==> src/rtl/matrix_mult_pkg.sv <==
// Shared types and constants for the matrix_mult_seq control sequencer.
// The job config layout and the phase enum live here so that the sequencer,
// its mask generator and any register block agree on one definition.
package matrix_mult_pkg;

  localparam int MM_ROW       = 4;
  localparam int MM_COL       = 4;
  localparam int MM_W_SIZE    = 512;
  localparam int MM_I_SIZE    = 512;
  localparam int MM_O_SIZE    = 512;
  localparam int MM_MEM_LAT   = 1;
  localparam int MM_MAX_TILES = 4;

  localparam int MM_W_AW    = $clog2(MM_W_SIZE);
  localparam int MM_I_AW    = $clog2(MM_I_SIZE);
  localparam int MM_O_AW    = $clog2(MM_O_SIZE);
  localparam int MM_WCOLS_W = $clog2(MM_COL * MM_MAX_TILES) + 1;
  // One extra bit so ceil(w_cols/COL) never overflows for the widest w_cols.
  localparam int MM_TILES_W = MM_WCOLS_W + 1;
  localparam int MM_CNT_W   = 16;

  typedef enum logic [2:0] {
    IDLE,
    LOAD,
    IN_ONLY,
    IN_OUT,
    OUT_ONLY,
    DONE
  } state_struct;

  typedef struct packed {
    logic [MM_W_AW-1:0]    w_rows;
    logic [MM_WCOLS_W-1:0] w_cols;
    logic [MM_I_AW-1:0]    i_rows;
    logic [MM_W_AW-1:0]    w_offset;
    logic [MM_I_AW-1:0]    i_offset;
    logic [MM_O_AW-1:0]    psum_offset;
    logic [MM_O_AW-1:0]    o_offset;
    logic                  accum_en;
  } mm_seq_cfg_t;

  // Compute-phase state for compute cycle c: inputs stream while c < iRows,
  // outputs stream from lat onwards, everything else is the output tail.
  function automatic state_struct mm_phase(input logic [MM_CNT_W-1:0] c,
                                           input logic [MM_CNT_W-1:0] iRows,
                                           input logic [MM_CNT_W-1:0] lat);
    if (c >= iRows) return OUT_ONLY;
    return (c < lat) ? IN_ONLY : IN_OUT;
  endfunction

endpackage

==> src/rtl/mm_seq_mask_gen.sv <==
// Per-column output write mask. Every tile writes all columns except the
// last one, which only writes the columns that still exist in the weight
// matrix (w_cols need not be a multiple of COL).
module mm_seq_mask_gen #(
  parameter int COL     = 4,
  parameter int TIW     = 2,
  parameter int TW      = 6,
  parameter int WCOLS_W = 5
) (
  input  logic [TIW-1:0]     tile_idx_i,
  input  logic [TW-1:0]      tiles_i,
  input  logic [WCOLS_W-1:0] w_cols_i,
  output logic [COL-1:0]     wmask_o
);

  // Trim the mask only on the final tile of the job.
  always_comb begin
    wmask_o = '1;
    if (TW'(tile_idx_i) + TW'(1) == tiles_i) begin
      for (int j = 0; j < COL; j++) begin
        wmask_o[j] = (int'(tile_idx_i) * COL + j) < int'(w_cols_i);
      end
    end
  end

endmodule

==> src/rtl/matrix_mult_seq.sv <==
// Control sequencer for the ROW x COL weight-stationary systolic array.
// Tiles wide weight matrices into COL-wide column tiles, loads each tile,
// streams inputs, reads partial sums and writes outputs with column masks.
// Optional build macro MM_SEQ_PERF_EN adds busy/stall cycle counters.
module matrix_mult_seq
  import matrix_mult_pkg::*;
#(
  parameter int ROW       = MM_ROW,
  parameter int COL       = MM_COL,
  parameter int W_SIZE    = MM_W_SIZE,
  parameter int I_SIZE    = MM_I_SIZE,
  parameter int O_SIZE    = MM_O_SIZE,
  parameter int MEM_LAT   = MM_MEM_LAT,
  parameter int MAX_TILES = MM_MAX_TILES
) (
  input  logic                        clk,
  input  logic                        rst,
  input  logic                        start,
  input  mm_seq_cfg_t                 cfg,
  input  logic                        stall,
  output logic                        w_ren,
  output logic [$clog2(W_SIZE)-1:0]   w_addr,
  output logic                        weight_push,
  output logic                        i_ren,
  output logic [$clog2(I_SIZE)-1:0]   i_addr,
  output logic                        psum_ren,
  output logic [$clog2(O_SIZE)-1:0]   psum_addr,
  output logic                        o_wen,
  output logic [$clog2(O_SIZE)-1:0]   o_addr,
  output logic [COL-1:0]              o_wmask,
  output state_struct                 state,
  output logic [((MAX_TILES > 1) ? $clog2(MAX_TILES) : 1)-1:0] tile_idx,
  output logic                        busy,
  output logic                        done,
  output logic                        cfg_err
`ifdef MM_SEQ_PERF_EN
  ,
  output logic [31:0]                 perf_busy_cyc,
  output logic [31:0]                 perf_stall_cyc
`endif
);

  localparam int WAW = $clog2(W_SIZE);
  localparam int IAW = $clog2(I_SIZE);
  localparam int OAW = $clog2(O_SIZE);
  localparam int TIW = (MAX_TILES > 1) ? $clog2(MAX_TILES) : 1;
  localparam int TW  = MM_TILES_W;
  localparam int CW  = MM_CNT_W;

  // Array fill/drain latency; psum reads lead output writes by MEM_LAT.
  localparam logic [CW-1:0] LAT_C   = CW'(ROW + COL + MEM_LAT);
  localparam logic [CW-1:0] PLEAD_C = CW'(ROW + COL);
  localparam logic [CW-1:0] ML_C    = CW'(MEM_LAT);
  localparam logic [CW-1:0] ONE_C   = CW'(1);

  state_struct        state_q;
  mm_seq_cfg_t        cfg_q;
  logic [TIW-1:0]     tile_idx_q;
  logic [TW-1:0]      tiles_q;
  logic               err_q;
  logic [CW-1:0]      k_q;
  logic [CW-1:0]      c_q;

  logic [TW-1:0]      tilesNew;
  logic               cfgBad;
  logic [CW-1:0]      wRows;
  logic [CW-1:0]      iRows;
  logic               inLoad;
  logic               inCompute;
  logic               wReq;
  logic               pushReq;
  logic               iReq;
  logic               oReq;
  logic               pReq;

  assign tilesNew = (TW'(cfg.w_cols) + TW'(COL - 1)) / TW'(COL);
  assign cfgBad   = (cfg.w_rows == '0) || (cfg.i_rows == '0) ||
                    (cfg.w_cols == '0) || (tilesNew > TW'(MAX_TILES));

  assign wRows     = CW'(cfg_q.w_rows);
  assign iRows     = CW'(cfg_q.i_rows);
  assign inLoad    = (state_q == LOAD);
  assign inCompute = (state_q == IN_ONLY) || (state_q == IN_OUT) || (state_q == OUT_ONLY);

  assign wReq    = inLoad && (k_q < wRows);
  assign pushReq = inLoad && (k_q >= ML_C) && (k_q < wRows + ML_C);
  assign iReq    = inCompute && (c_q < iRows);
  assign oReq    = inCompute && (c_q >= LAT_C) && (c_q < LAT_C + iRows);
  assign pReq    = inCompute && cfg_q.accum_en &&
                   (c_q >= PLEAD_C) && (c_q < PLEAD_C + iRows);

  // Stall masks enables only; addresses stay put so the sequence resumes intact.
  assign w_ren       = wReq && !stall;
  assign weight_push = pushReq && !stall;
  assign i_ren       = iReq && !stall;
  assign o_wen       = oReq && !stall;
  assign psum_ren    = pReq && !stall;

  assign w_addr    = wReq ? (WAW'(cfg_q.w_offset) + WAW'(tile_idx_q) * WAW'(cfg_q.w_rows) +
                             WAW'(k_q)) : '0;
  assign i_addr    = iReq ? (IAW'(cfg_q.i_offset) + IAW'(c_q)) : '0;
  assign o_addr    = oReq ? (OAW'(cfg_q.o_offset) + OAW'(tile_idx_q) * OAW'(cfg_q.i_rows) +
                             OAW'(c_q - LAT_C)) : '0;
  assign psum_addr = pReq ? (OAW'(cfg_q.psum_offset) + OAW'(tile_idx_q) * OAW'(cfg_q.i_rows) +
                             OAW'(c_q - PLEAD_C)) : '0;

  assign state    = state_q;
  assign tile_idx = tile_idx_q;
  assign busy     = (state_q != IDLE);
  assign done     = (state_q == DONE) && !stall;
  assign cfg_err  = done && err_q;

  mm_seq_mask_gen #(
    .COL     (COL),
    .TIW     (TIW),
    .TW      (TW),
    .WCOLS_W (MM_WCOLS_W)
  ) u_mask_gen (
    .tile_idx_i (tile_idx_q),
    .tiles_i    (tiles_q),
    .w_cols_i   (cfg_q.w_cols),
    .wmask_o    (o_wmask)
  );

  // Job FSM: accept config, load each tile, run its compute window, repeat per tile.
  always_ff @(posedge clk) begin
    if (rst) begin
      state_q    <= IDLE;
      cfg_q      <= '0;
      tile_idx_q <= '0;
      tiles_q    <= '0;
      err_q      <= 1'b0;
      k_q        <= '0;
      c_q        <= '0;
    end else if (!stall) begin
      unique case (state_q)
        IDLE: begin
          if (start) begin
            cfg_q      <= cfg;
            tiles_q    <= tilesNew;
            tile_idx_q <= '0;
            k_q        <= '0;
            c_q        <= '0;
            err_q      <= cfgBad;
            state_q    <= cfgBad ? DONE : LOAD;
          end
        end
        LOAD: begin
          if (k_q == wRows + ML_C - ONE_C) begin
            k_q     <= '0;
            c_q     <= '0;
            state_q <= IN_ONLY;
          end else begin
            k_q <= k_q + ONE_C;
          end
        end
        IN_ONLY, IN_OUT, OUT_ONLY: begin
          if (c_q == LAT_C + iRows - ONE_C) begin
            if (TW'(tile_idx_q) + TW'(1) < tiles_q) begin
              tile_idx_q <= tile_idx_q + TIW'(1);
              k_q        <= '0;
              c_q        <= '0;
              state_q    <= LOAD;
            end else begin
              state_q <= DONE;
            end
          end else begin
            c_q     <= c_q + ONE_C;
            state_q <= mm_phase(c_q + ONE_C, iRows, LAT_C);
          end
        end
        DONE: begin
          err_q   <= 1'b0;
          state_q <= IDLE;
        end
        default: state_q <= IDLE;
      endcase
    end
  end

`ifdef MM_SEQ_PERF_EN
  logic [31:0] perfBusy_q;
  logic [31:0] perfStall_q;

  // Saturating activity counters, restarted by each accepted job.
  always_ff @(posedge clk) begin
    if (rst) begin
      perfBusy_q  <= '0;
      perfStall_q <= '0;
    end else if (state_q == IDLE && start && !stall) begin
      perfBusy_q  <= '0;
      perfStall_q <= '0;
    end else if (state_q != IDLE) begin
      if (perfBusy_q != '1) perfBusy_q <= perfBusy_q + 32'd1;
      if (stall && perfStall_q != '1) perfStall_q <= perfStall_q + 32'd1;
    end
  end

  assign perf_busy_cyc  = perfBusy_q;
  assign perf_stall_cyc = perfStall_q;
`endif

endmodule

==> config.mk <==
export PLATFORM = sky130hd
export DESIGN_NAME = matrix_mult_seq
export DESIGN_NICKNAME = d
export VERILOG_FILES = /design/src/rtl/matrix_mult_pkg.sv /design/src/rtl/mm_seq_mask_gen.sv /design/src/rtl/matrix_mult_seq.sv
export SDC_FILE = /design/constraint.sdc
export NUM_CORES = 1
export LEC_CHECK = 0
export ABC_CLOCK_PERIOD_IN_PS = 8480
export BUFFER_PORTS_ARGS = -buffer_cell sky130_fd_sc_hd__buf_2
export CAP_MARGIN = 10
export CORE_UTILIZATION = 45
export CTS_CLUSTER_SIZE = 30
export DETAILED_ROUTE_END_ITERATION = 6
export PLACE_DENSITY = 0.72
export SLEW_MARGIN = 20
export SYNTH_ARGS = -nofsm -noshare
export SYNTH_HDL_FRONTEND = slang
export SYNTH_SLANG_ARGS = --single-unit
==> constraint.sdc <==
create_clock -name clk -period 8.48 [get_ports clk]
set_input_delay 0 -clock clk [delete_from_list [all_inputs] [get_ports clk]]
set_output_delay 0 -clock clk [all_outputs]
set_load 0.005 [all_outputs]
# Yosys cells after proc, flatten, opt, wreduce, memory -nomap -nowiden
# Cells that the tools add are included.
totals:
  reg_bits: 102
  wordCells: 138
  out_inout_bits: 53
  in_bits: 64
classes:
  order_cmp: 16
  bitwise_logic: 1
  addsub: 22
  n_eq_ne: 13
  mul: 2
  muxes: 33
  reduce_logical: 37
op_table:
  columns: ["op", "n"]
  rows:
  - ["$lt A32 B6 Y1", 3]
  - ["$mux W16", 6]
  - ["$pmux W16 S3", 2]
  - ["$add A9 B9 Y9", 7]
  - ["$mux W9", 4]
  - ["$add A16 B1 Y16 const B", 2]
  - ["$eq A16 B16 Y1", 2]
  - ["$ge A16 B4 Y1 const B", 2]
  - ["$lt A16 B10 Y1", 2]
  - ["$lt A16 B9 Y1", 2]
  - ["$sub A10 B1 Y11 const B", 2]
  - ["$mux W3", 7]
  - ["$add A4 B9 Y10 const A", 2]
  - ["$logic_not A9 Y1", 2]
  - ["$mul A2 B9 Y9", 2]
  - ["$sub A9 B4 Y9 const B", 2]
  - ["$ge A16 B1 Y1 const B", 1]
  - ["$ge A16 B9 Y1", 1]
  - ["$logic_and A1 B1 Y1", 16]
  - ["$lt A16 B16 Y1", 1]
  - ["$lt A16 B4 Y1 const B", 1]
  - ["$reduce_and A5 Y1", 3]
  - ["$add A4 B2 Y5 const B", 2]
  - ["$add A9 B1 Y10 const B", 1]
  - ["other kinds (29)", 49]

# Logic depth before layout (Yosys ltp)
# Gate-level depths: netlist of the first run.
logic_depth:
  ltp_word: 10
  depth_mapped: 20
  ltp_nobuf: 19

# Cells and area by module
# From an unflattened synthesis of the first run, not the netlist that was laid out.
unflattened:
  hier_cells: 1329
  hier_area_um2: 10269.8
by_module_without_submodules:
  columns: ["module", "instances", "area_each_um2", "seq_area_each_um2", "cells_per_inst"]
  rows:
  - ["matrix_mult_seq", 1, 10092.2, 2042.0, 1305]
  - ["mm_seq_mask_gen", 1, 177.7, 0.0, 24]

# Worst setup path after synthesis of the first run
# OpenSTA, ideal clock, no wires.
synth_timing:
  path_type: "reg-to-output"
  from: "reg tile_idx_q[0], in the netlist tile_idx[0]"
  to: "out psum_addr[8]"
  path_buffers: 1
  slack_ns: 4.574
  arrival_time_ns: 3.906
  required_ns: 8.480
  path_stages_with_launch: 21
  cell_sequence: "dfxtp_1 clkbuf_1 inv_2 nor2_1 ha_1 inv_1 fa_1 fa_1 inv_1 ha_1 ha_1 inv_1 fa_1 nor2b_1 o21ai_0 nand2b_1 a21o_1 a21oi_1 xnor2_1 xnor2_1 and2_1"
synth_between:
  elab_chain_len: 4
synth_rtl:
  columns: ["element", "line", "source"]
  rows:
  - ["from (decl)", "matrix_mult_seq.sv:58", "logic [TIW-1:0] tile_idx_q;"]
  - ["from (signal assigned)", "matrix_mult_seq.sv:160", "tile_idx_q <= tile_idx_q + TIW'(1);"]
  - ["$mul A2 B9 Y9", "matrix_mult_seq.sv:104", "assign psum_addr = pReq ? (OAW'(cfg_q.psum_offset) + OAW'(tile_idx_q) * OAW'(cfg_q.i_rows) +"]
  - ["$add A9 B9 Y9 (2 in a row)", "matrix_mult_seq.sv:104", null]
  - ["$mux W9", "matrix_mult_seq.sv:104", null]
  - ["to (decl)", "matrix_mult_seq.sv:27", "output logic [$clog2(O_SIZE)-1:0] psum_addr,"]
# No other way between the ends.

# Final worst setup path of the first run
layout_timing:
  from: "reg tile_idx_q[0], in the netlist tile_idx[0]"
  to: "out o_addr[8]"
layout_between:
  elab_chain_len: 4
layout_rtl:
  columns: ["element", "line", "source"]
  rows:
  - ["$mul A2 B9 Y9", "matrix_mult_seq.sv:102", "assign o_addr = oReq ? (OAW'(cfg_q.o_offset) + OAW'(tile_idx_q) * OAW'(cfg_q.i_rows) +"]
  - ["$add A9 B9 Y9 (2 in a row)", "matrix_mult_seq.sv:102", null]
  - ["$mux W9", "matrix_mult_seq.sv:102", null]
  - ["to (decl)", "matrix_mult_seq.sv:29", "output logic [$clog2(O_SIZE)-1:0] o_addr,"]
# No other way between the ends.

==> results by stage, run 1 <==
Finish:
- In the final layout, the share of cells above drive strength 1 is 11.6%.
- After filler insertion, the fill cell instance count of the layout stands at 2059.
- The sequential cell area is 0.00204 mm2.
- The total number of nets in the final design is 1651.
- The final standard cell count with taps included and fillers excluded is 1714.
- The signed area change from the synthesized netlist to the final layout is 15.3%.
- The finished cells cover 0.0118 mm2.
- The total area of multi-input combinational cells is 0.00739 mm2.

Die:
- The die is 153 um tall.
- The number of standard-cell rows in the floorplan is 54.
- The floorplan step defined a die boundary enclosing 0.0233 mm2.
- The total core area is 0.0220 mm2.
- The initial core utilization is 46.3%.
- The die is 153 um wide.
- The I/O pin count is 117.

Setup path:
- STA classifies the critical path startpoint as a flop.
- The highest-delay cell along the critical path is dfxtp_1.
- The data required time at the worst endpoint is 8.48 ns.
- The worst setup path is of the flop to output port kind.
- In this run the worst path has a maximum fanout of 15.
- Walking the worst path, the cells encountered are inv_2 > nor2_1 > ha_1 > inv_1 > fa_1 > xnor2_1 > fa_1 > ha_1 > ha_1 > a21oi_1 > o21bai_1 > a21oi_1 > o21bai_1 > a21oi_1 > xnor2_1 > xnor2_1 > nor2_1 > buf_2.
- Data arrives at the worst endpoint at 4.76 ns.
- The kind of end point of the critical path is an output port.
- In this design, the stage delay of the slowest critical-path cell is 0.72 ns.

Clock network:
- Clock-pin slew was measured on the worst setup and hold paths at 0.08 ns.
- The count of H-tree levels built during CTS is 3.
- In this run the deepest clock path goes through 2 buffers.
- The clock reaches the later pin of the worst-skew pair after 0.36 ns.
- The number of sinks driven by the clock tree is 102.
- TritonCTS built the clock tree.
- The CTS buffer count is 9.
- CTS placed an instance of clkbuf_16 at the clock tree root.

Placed design:
- Port buffering added 116 buffers.
- The final estimated routing congestion in global placement is 0.933.
- The HPWL after detailed placement is 21000 um.
- The cell area reported after detailed placement is 0.0109 mm2.
- Including well taps, the total number of placed cells is 1637.

Power:
- The maximum ir drop on the vdd rail is 0.129 mV.
- Combinational cells account for 31.6% of the total power.
- The total power per unit cell area is 120 mW/mm2.
- The cell-internal power is 0.897 mW.
- The leakage power is 5.23 nW.
- In this run, the clock network consumes 29.6% of the power.
- Net switching is 36.4% of the power.
- The analysis attributes to net switching a power of 0.514 mW.
- The part of the total power dissipated in sequential elements is 38.8%.

Global routing:
- The number of antenna violations at the first check in global routing was 1.
- The first-pass GRT wire length is 46000 um.
- Entering global routing, the biggest net connects 88 pins.
- Global routing finished with a remaining overflow of 0.
- Global routing consumed, over all layers together, 24.6% of the routing resources.
- The number of global-route vias before repair is 8994.

Timing:
- The final period demand of the worst path is 4.76 ns.
- The number of setup violations in the final report is 0.
- The hold violation total from the final report is 0.
- Dividing the final minimum period by the clock period gives 56.1%.
- The remaining max-slew budget at the tightest pin is 27.8%.
- Setup repair after global routing left no endpoint under its margin.
- The max-slew violation total from the final report came to 0.
- The transition at the pin with the smallest max-transition slack is 1.07 ns.
- The highest achievable clock rate is 210 MHz.
- Adding up every negative setup slack in the final design gives 0 ns.
- Between clock sinks in the finished design, the worst skew comes to 0.0103 ns.

Outcome:
- The checks that failed: DRC.
- The flow ran to the end, but the final reports show violations.

Run:
- The max-capacitance violation count is 0.

Yosys:
- The synthesized netlist contains 78 unique library cells.
- The top cell type by total area after synthesis is dfxtp_1.
- The share of synthesized area in the top cell type comes to 20.0%.
- The number of flops mapped to enable cells by yosys is 0.
- The fraction of the yosys area taken by sequential cells is 20.0%.
- By area the synthesized netlist is led by dfxtp_1 (20%), ha_1 (15%), fa_1 (6.7%).
- Counting every instance in the synthesized netlist gives 1303.
- The number of nets handed over by synthesis was 1526.
- The synthesized cell area is 0.0102 mm2.
- In the synthesized netlist, the cells that appear most often are nand2_1 (174), inv_1 (126), ha_1 (125), a21oi_1 (116), dfxtp_1 (102).
- Summing the areas of all compound-gate instances in the mapped netlist gives 16.8% of the synthesized area.
- The xor/xnor share of the synthesized area is 10.2%.
- By instance count, the leading cell after synthesis is nand2_1.
- Summing the areas of all and, or, nand and nor instances in the mapped netlist gives 22.6% of the synthesized area.
- Among all flip-flop cells after synthesis, the most frequent one is dfxtp_1.
- Each instance of the synthesized netlist takes up on average 7.83 um2.
- By area, the combinational part of the netlist is dominated by simple AND/OR/NAND/NOR gates.
- The share of cell area taken by muxes after synthesis is 0.699%.
- The total of warnings raised by yosys is 0.
- Of the total synthesized cell area, the portion taken by full adders, half adders and majority gates is 22.1%.
- Counting flops with an async set or reset pin after synthesis yields a share of 0%.
- The number of flip-flops and latches in the synthesized netlist is 102.

Routing:
- After the first detailed-routing iteration, the DRC count stood at 711.
- Wire segments on met3 add up to 1310 um in the final route.
- For this run, design rule violations remaining after detail routing come to 2.
- The number of nets with antenna violations after detailed routing is 0.
- The highest metal layer used by the detailed router is met4.
- In the final routed layout, each cell accounts on average for 16.6 um.
- The mean number of vias per cell is 5.59.
- The routed length on met1 is 12700 um.
- The amount of wire on met2 after detailed routing is 13600 um.
- The total detailed-routing wirelength is 28500 um.
- The first detailed-routing pass ran for 7 iterations.
- For this block, the via count after detailed routing is 9574.

Hold path:
- The worst hold path class is primary input to flop.
==> metrics by stage <==
step	hold WS (ns)	power, mW	worst slack [ns]	util, %
CTS	0.258	1.41	3.72	53.4
detailed placement	0.248	0.974	4.10	49.4
global route	0.322	1.49	3.33	53.4
finish	0.289	1.41	3.72	53.4
floorplan	0.136	0.859	4.57	-
global placement	0.246	0.967	4.28	49.4
==> sequential cells by signal, summed over array words and instances (netlist names) <==
signal,cells
tiles_q,4
tile_idx,2
err_q,1
state,3
c_q,16
cfg_q,60
k_q,16
==> cell type report <==
class | count | area share [%]
Timing Repair Buffer | 181 | 10.4
Antenna cell | 1 | 0.0213
Clock buffer | 10 | 1.95
Multi-Input combinational cell | 1007 | 62.8
Clock inverter | 6 | 0.468
Inverter | 127 | 4.05
Sequential cell | 102 | 17.4
Tap cell | 280 | 2.98
==> worst paths after layout <==
| kind | start | to | slack, ns | depth (start not counted) |
|---|---|---|---|---|
| hold reg to reg | cfg_q[49]$_SDFFE_PP0P_ | cfg_q[49]$_SDFFE_PP0P_ | 0.46 | 2 |
| hold / removal | start | state[0]$_SDFFE_PP0P_ | 0.29 | 5 |
| setup / recovery | tile_idx[0]$_SDFFE_PP0P_ | o_addr[8] | 3.72 | 18 |
| setup reg to reg | cfg_q[40]$_SDFFE_PP0P_ | k_q[14]$_SDFFE_PP0P_ | 4.19 | 12 |
==> what timing repair did <==
item / CTS / global route
buffers inserted: 0 / 0
endpoints found under the hold margin: 61 / 0
gates resized for setup: 0 / 0
hold buffers: 60 / 0
==> per-layer routing <==
layer | up-vias | GRT usage, %
met5 | - | 0
met4 | 0 | 9.24
met3 | 48 | 2.84
met2 | 292 | 41.9
met1 | 4562 | 31.8
li1 | 4672 | -
==> cells by family (layout without fill, tap and decap cells) <==
family,Yosys count,count (layout)
fa+ha+maj,160,160
simple gates,462,462
compound gates,268,268
mux,7,7
xor+xnor,110,110
buf+inv,194,324
flops,102,102
other cells,0,1
==> power by group through the flow <==
stage	combinational [mW]	clock (mW)	sequential, mW
detailed placement	0.417	0	0.557
floorplan	0.326	0	0.533
finish	0.446	0.418	0.547
CTS	0.441	0.426	0.546
global route	0.497	0.442	0.551
global placement	0.412	0	0.556
==> placed cells by master, fill, tap and decap left out, drive strengths merged, types with 24 or more instances in the layout <==
cell type | Yosys | layout
fa | 34 | 34
ha | 125 | 125
xor2 | 35 | 35
xnor2 | 70 | 70
dfxtp | 102 | 102
nand3 | 30 | 30
inv | 127 | 129
o21ai | 30 | 30
nand2 | 174 | 174
a21o | 29 | 29
o21a | 24 | 24
buf | 21 | 121
a21oi | 117 | 117
dlygate4sd3 | 0 | 60
nor2 | 99 | 99
==> critical path: cells and delay by family, from the launching register on <==
kind	cells	cell delay, ns
buffers and inverters	3	0.43
and+or+nand+nor	2	0.19
DFF	1	0.72
AOI/OAI and AO/OA	5	0.83
adders and majority gates	5	1.69
xor gates and xnor gates	3	0.56
Power figures use the tool's default switching activity.
==> run 2, diff against run 1 <==
ABC_AREA = 1   (was unset)
ABC_CLOCK_PERIOD_IN_PS = 4650   (was 8480)
clock period = 4.65 ns   (was 8.48 ns; I/O delays follow)
==> run 2 against run 1 <==
  * Area after synthesis up 2.4%
  * The run now ends clean
  * Total power increased to 2.8 times the previous value
  * Combinational power grew to 4.7 times the previous value
==> results by stage, run 2 <==
Outcome:
- The run finished with clean final reports.

Timing:
- The max-slew violation total from the final report is 0 (unchanged).
- The final period demand of the worst path is 4.27 ns.
- The worst clock skew is 0.00694 ns (-0.00333 ns).
- Timing would allow up to 234 MHz.
- The worst setup slack after layout is 0.377 ns (-3.35 ns).
- The final sum of negative setup slack is 0 ns (unchanged).
- The number of setup violations in the final report is 0 (unchanged).
- The hold violation total from the final report is 0 (unchanged).
- The remaining max-slew budget at the tightest pin is 35.3% (+7.5 points).
- The portion of the clock cycle consumed by the worst path in the final layout is 91.9%.
- Setup repair after global routing left no endpoint under its margin.
- The transition at the pin with the smallest max-transition slack is 0.969 ns (-0.104 ns).

Routing:
- The mean number of vias per cell is 5.24 (-6.2%).
- The wire length per cell after detailed routing is 15.1 um (-9.0%).
- The number of nets with antenna violations after detailed routing is 0 (unchanged).
- The count of TritonRoute iterations in the first routing pass is 5 (-2).
- The DRC violation count after routing was 0 (-2).
- The number of design-rule violations left by the first detailed-router iteration is 656 (-7.7%).
- The total detailed-routing wirelength is 30200 um (+6.1%).
- The number of vias in the routed layout is 10474 (+9.4%).

Setup path:
- The cell that appears most often on the critical path is nor2_1.
- The critical path goes through nand2_1 > inv_1 > ha_1 > inv_1 > fa_1 > xnor2_2 > fa_1 > ha_1 > ha_1 > a21oi_1 > nand2_1 > nand2_1 > nand2_1 > a21oi_1 > nor2_1 > nor2_1 > nor2_1 > nor2_1 > xor2_1 > nor2_1 > nor3_1 > buf_2.
- The delay contributed by the slowest stage of the critical path is 0.45 ns (-0.27 ns).
- The endpoint arrival time on the critical path came to 4.27 ns (-0.49 ns).
- The critical path class is flop to output port.
- The worst setup path is captured at an output port.
- The maximum fanout encountered on the critical timing path is 11 (-4).
- The highest-delay cell along the critical path is fa_1.
- The slack of the worst reg-to-reg path is 1.06 ns (-3.13 ns).
- The count of cells along the worst register-to-register path is 14 (+2).
- The data required time at the worst endpoint came to 4.65 ns (-3.83 ns).
- The worst reg2reg path startpoint is cfg_q[40]$_SDFFE_PP0P_.
- The terminus of the critical flop-to-flop path is k_q[5]$_SDFFE_PP0P_.
- The category of the worst setup path launch point is a flop.

Clock network:
- The count of H-tree levels built during CTS is 3 (unchanged).
- The CTS buffer count is 9 (unchanged).
- The largest buffer count on any clock path was 2 (unchanged).
- The TritonCTS clock tree is built.
- The clock transition at the registers of the reported paths is 0.07 ns (about the same).
- CTS placed an instance of clkbuf_16 at the clock tree root.
- The number of sinks driven by the clock tree came to 102 (unchanged).
- The clock latency on the worst-skew pair was 0.36 ns (about the same).

Yosys:
- The most numerous cell in the Yosys netlist is nand2_1.
- The number of flops mapped to enable cells by yosys is 0 (unchanged).
- The post-synthesis cell type count was 51 (-35%).
- The proportion of register bits with asynchronous set or reset after synthesis is 0% (unchanged).
- The total of warnings raised by yosys is 0 (unchanged).
- The share of the synthesized area in the top cell type came to 19.5% (-0.48 points).
- The number of flip-flops and latches in the synthesized netlist is 102 (unchanged).
- The commonest cells after synthesis are nand2_1 (296), inv_1 (245), nor2_1 (193), ha_1 (125), a21oi_1 (111).
- Among all flip-flop cells after synthesis, the most frequent one is dfxtp_1.
- The synthesized cell area came to 0.0104 mm2 (+2.4%).
- By area the synthesized netlist is led by dfxtp_1 (20%), ha_1 (15%), nand2_1 (11%).
- The instance count of the mapped netlist was 1566 (+20%).
- The fraction of the yosys area taken by sequential cells is 19.5% (-0.48 points).
- Summed over all instances, the cell type with the most area after synthesis is dfxtp_1.
- The post-synth net total was 1789 (+17%).
- The average cell area after synthesis is 6.67 um2 (-15%).

Finish:
- The fraction of layout cells with a size suffix above 1 was 12.9% (+1.3 points).
- Leaving out fill and tap cells, the most frequent cell in the layout is nand2_1.
- The signed area change from the synthesized netlist to the final layout is 15.6%.
- The total number of nets in the final design is 1931 (+17%).
- The number of flip-flops in the largest register is 60 (unchanged).
- The final cell utilization of the core is 53.2% (-0.23 points).
- The register with the highest flop count is cfg_q.
- The largest registers in the layout are cfg_q x60, c_q x16, k_q x16.
- The top cell types in the final layout, fill and taps aside, are nand2_1 (296), inv_1 (244), nor2_1 (193), ha_1 (125), buf_2 (116).

Hold path:
- The worst hold path terminates at cfg_q[49]$_SDFFE_PP0P_.
- The cell count of the worst hold path is 3 (-2).
- The path class of the tightest hold or removal check is primary input to flop.
- The hold path startpoint is cfg[49].

Placed design:
- The count of input and output buffers came to 116 (unchanged).
- The worst slack after detailed placement is 0.535 ns (-3.56 ns).
- The HPWL reported at the end of detailed placement came to 23300 um (+11%).
- The final estimated routing congestion in global placement came to 0.931 (-0.28%).

Global routing:
- The largest net degree at the start of global routing is 60 (-32%).
- The number of global-route vias before repair is 9958 (+11%).
- The total global routing overflow is 0 (unchanged).
- The overall track demand over capacity in global routing is 25.8% (+1.3 points).
- The first-pass GRT wire length was 49000 um (+6.4%).
- The number of antenna violations at the first check in global routing is 1 (unchanged).

Die:
- The chip width came to 154 um (+1.2%).
- The total core area was 0.0227 mm2 (+3.1%).
- The number of standard-cell rows in the floorplan is 55 (+1.9%).
- The I/O pin count was 117 (unchanged).
- The initial core utilization is 46.0% (-0.30 points).
- The die outline height is 154 um (+1.2%).
- The total die area is 0.0238 mm2 (+2.4%).

Power:
- The maximum ir drop on the vdd rail is 0.199 mV (+54%).
- The post-layout total power was 4.01 mW (+180%).
- The leakage power is 6.23 nW (+19%).
- The total power per unit cell area is 332 mW/mm2 (+180%).

Run:
- The max-capacitance violation count came to 0 (unchanged).
[run 2: cell types whose count changed in the layout (fill, tap and decap cells not counted), sizes merged, moves of 10 or more]
cell   before  now
nand2     174  319
a21o       29    2
buf       121  131
xnor2      70   19
inv       129  255
o21ai      30   89
nand3      30  119
o21a       24    0
nor2b      15    0
and2       20    3
nor2       99  202
and3       16    1
[run 2: final cells by class]
class | count | area [um2]
Timing Repair Buffer | 186 | 1240
Fill cell | 2267 | 10600
Tap cell | 285 | 357
Clock inverter | 4 | 27.5
Inverter | 254 | 953
Multi-Input combinational cell | 1155 | 7170
Sequential cell | 102 | 2050
Clock buffer | 12 | 267
Antenna cell | 1 | 2.50
[run 2: per-stage QoR]
stage          hold slack (ns)  std cells  instance area [um2]
6_report                0.0162       1999                12100
3_3_place_gp             0.236       1926                11200
4_1_cts                0.00756       1997                12000
3_5_place_dp             0.240       1926                11200
2_1_floorplan           0.0691       1566                10400
5_1_grt                 0.0110       1999                12100
[run 2: cell families after synthesis]
family          count (synthesis)  share of synthesized area [%]
simple gates                  718                           30.8
compound gates                227                           11.9
flops                         102                           19.5
fa+ha+maj                     159                           21.5
buf+inv                       309                           12.0
xor+xnor                       51                           4.28
[run 2: critical path: cells and delay by family, from the launching register on]
kind | cells | cell delay, ns
adders and majority gates | 5 | 1.70
AOI/OAI and AO/OA | 2 | 0.33
buffers and inverters | 3 | 0.25
xor gates and xnor gates | 2 | 0.41
DFF | 1 | 0.41
and+or+nand+nor | 10 | 0.82
[run 2: report_power, final]
group          switching [mW]  total (mW)  internal [mW]  leakage [nW]
Combinational            1.30        2.11          0.809          5.25
Clock                   0.357       0.767          0.410         0.149
Sequential              0.150        1.13          0.984         0.837
Total                    1.80        4.01           2.20          6.23
[run 2: repair_timing]
item                                   CTS  global route
setup endpoints to repair                0             2
gates resized for setup                  0             8
endpoints found under the hold margin   58             0
hold buffers                            55             0
buffers inserted                         0             1
[run 2: how the worst max path moves through the flow]
stage | slack [ns] | end | startpoint | depth (start not counted)
floorplan | 0.76 | o_addr[8] | tile_idx[0]$_SDFFE_PP0P_ | 22
global placement | 0.59 | o_addr[8] | tile_idx[0]$_SDFFE_PP0P_ | 22
detailed placement | 0.54 | o_addr[8] | tile_idx[0]$_SDFFE_PP0P_ | 22
CTS | 0.13 | o_addr[8] | tile_idx[0]$_SDFFE_PP0P_ | 22
global route | 0.02 | o_addr[8] | tile_idx[0]$_SDFFE_PP0P_ | 22
finish | 0.38 | o_addr[8] | tile_idx[0]$_SDFFE_PP0P_ | 22
[run 2: per-layer routing]
metal,up-vias,global-route usage (%),part of all wire (%)
li1,5312,-,-
met1,4781,32.8,45
met2,315,44.0,47
met3,66,3.84,5.3
met4,0,10.1,3.3
met5,-,0,0
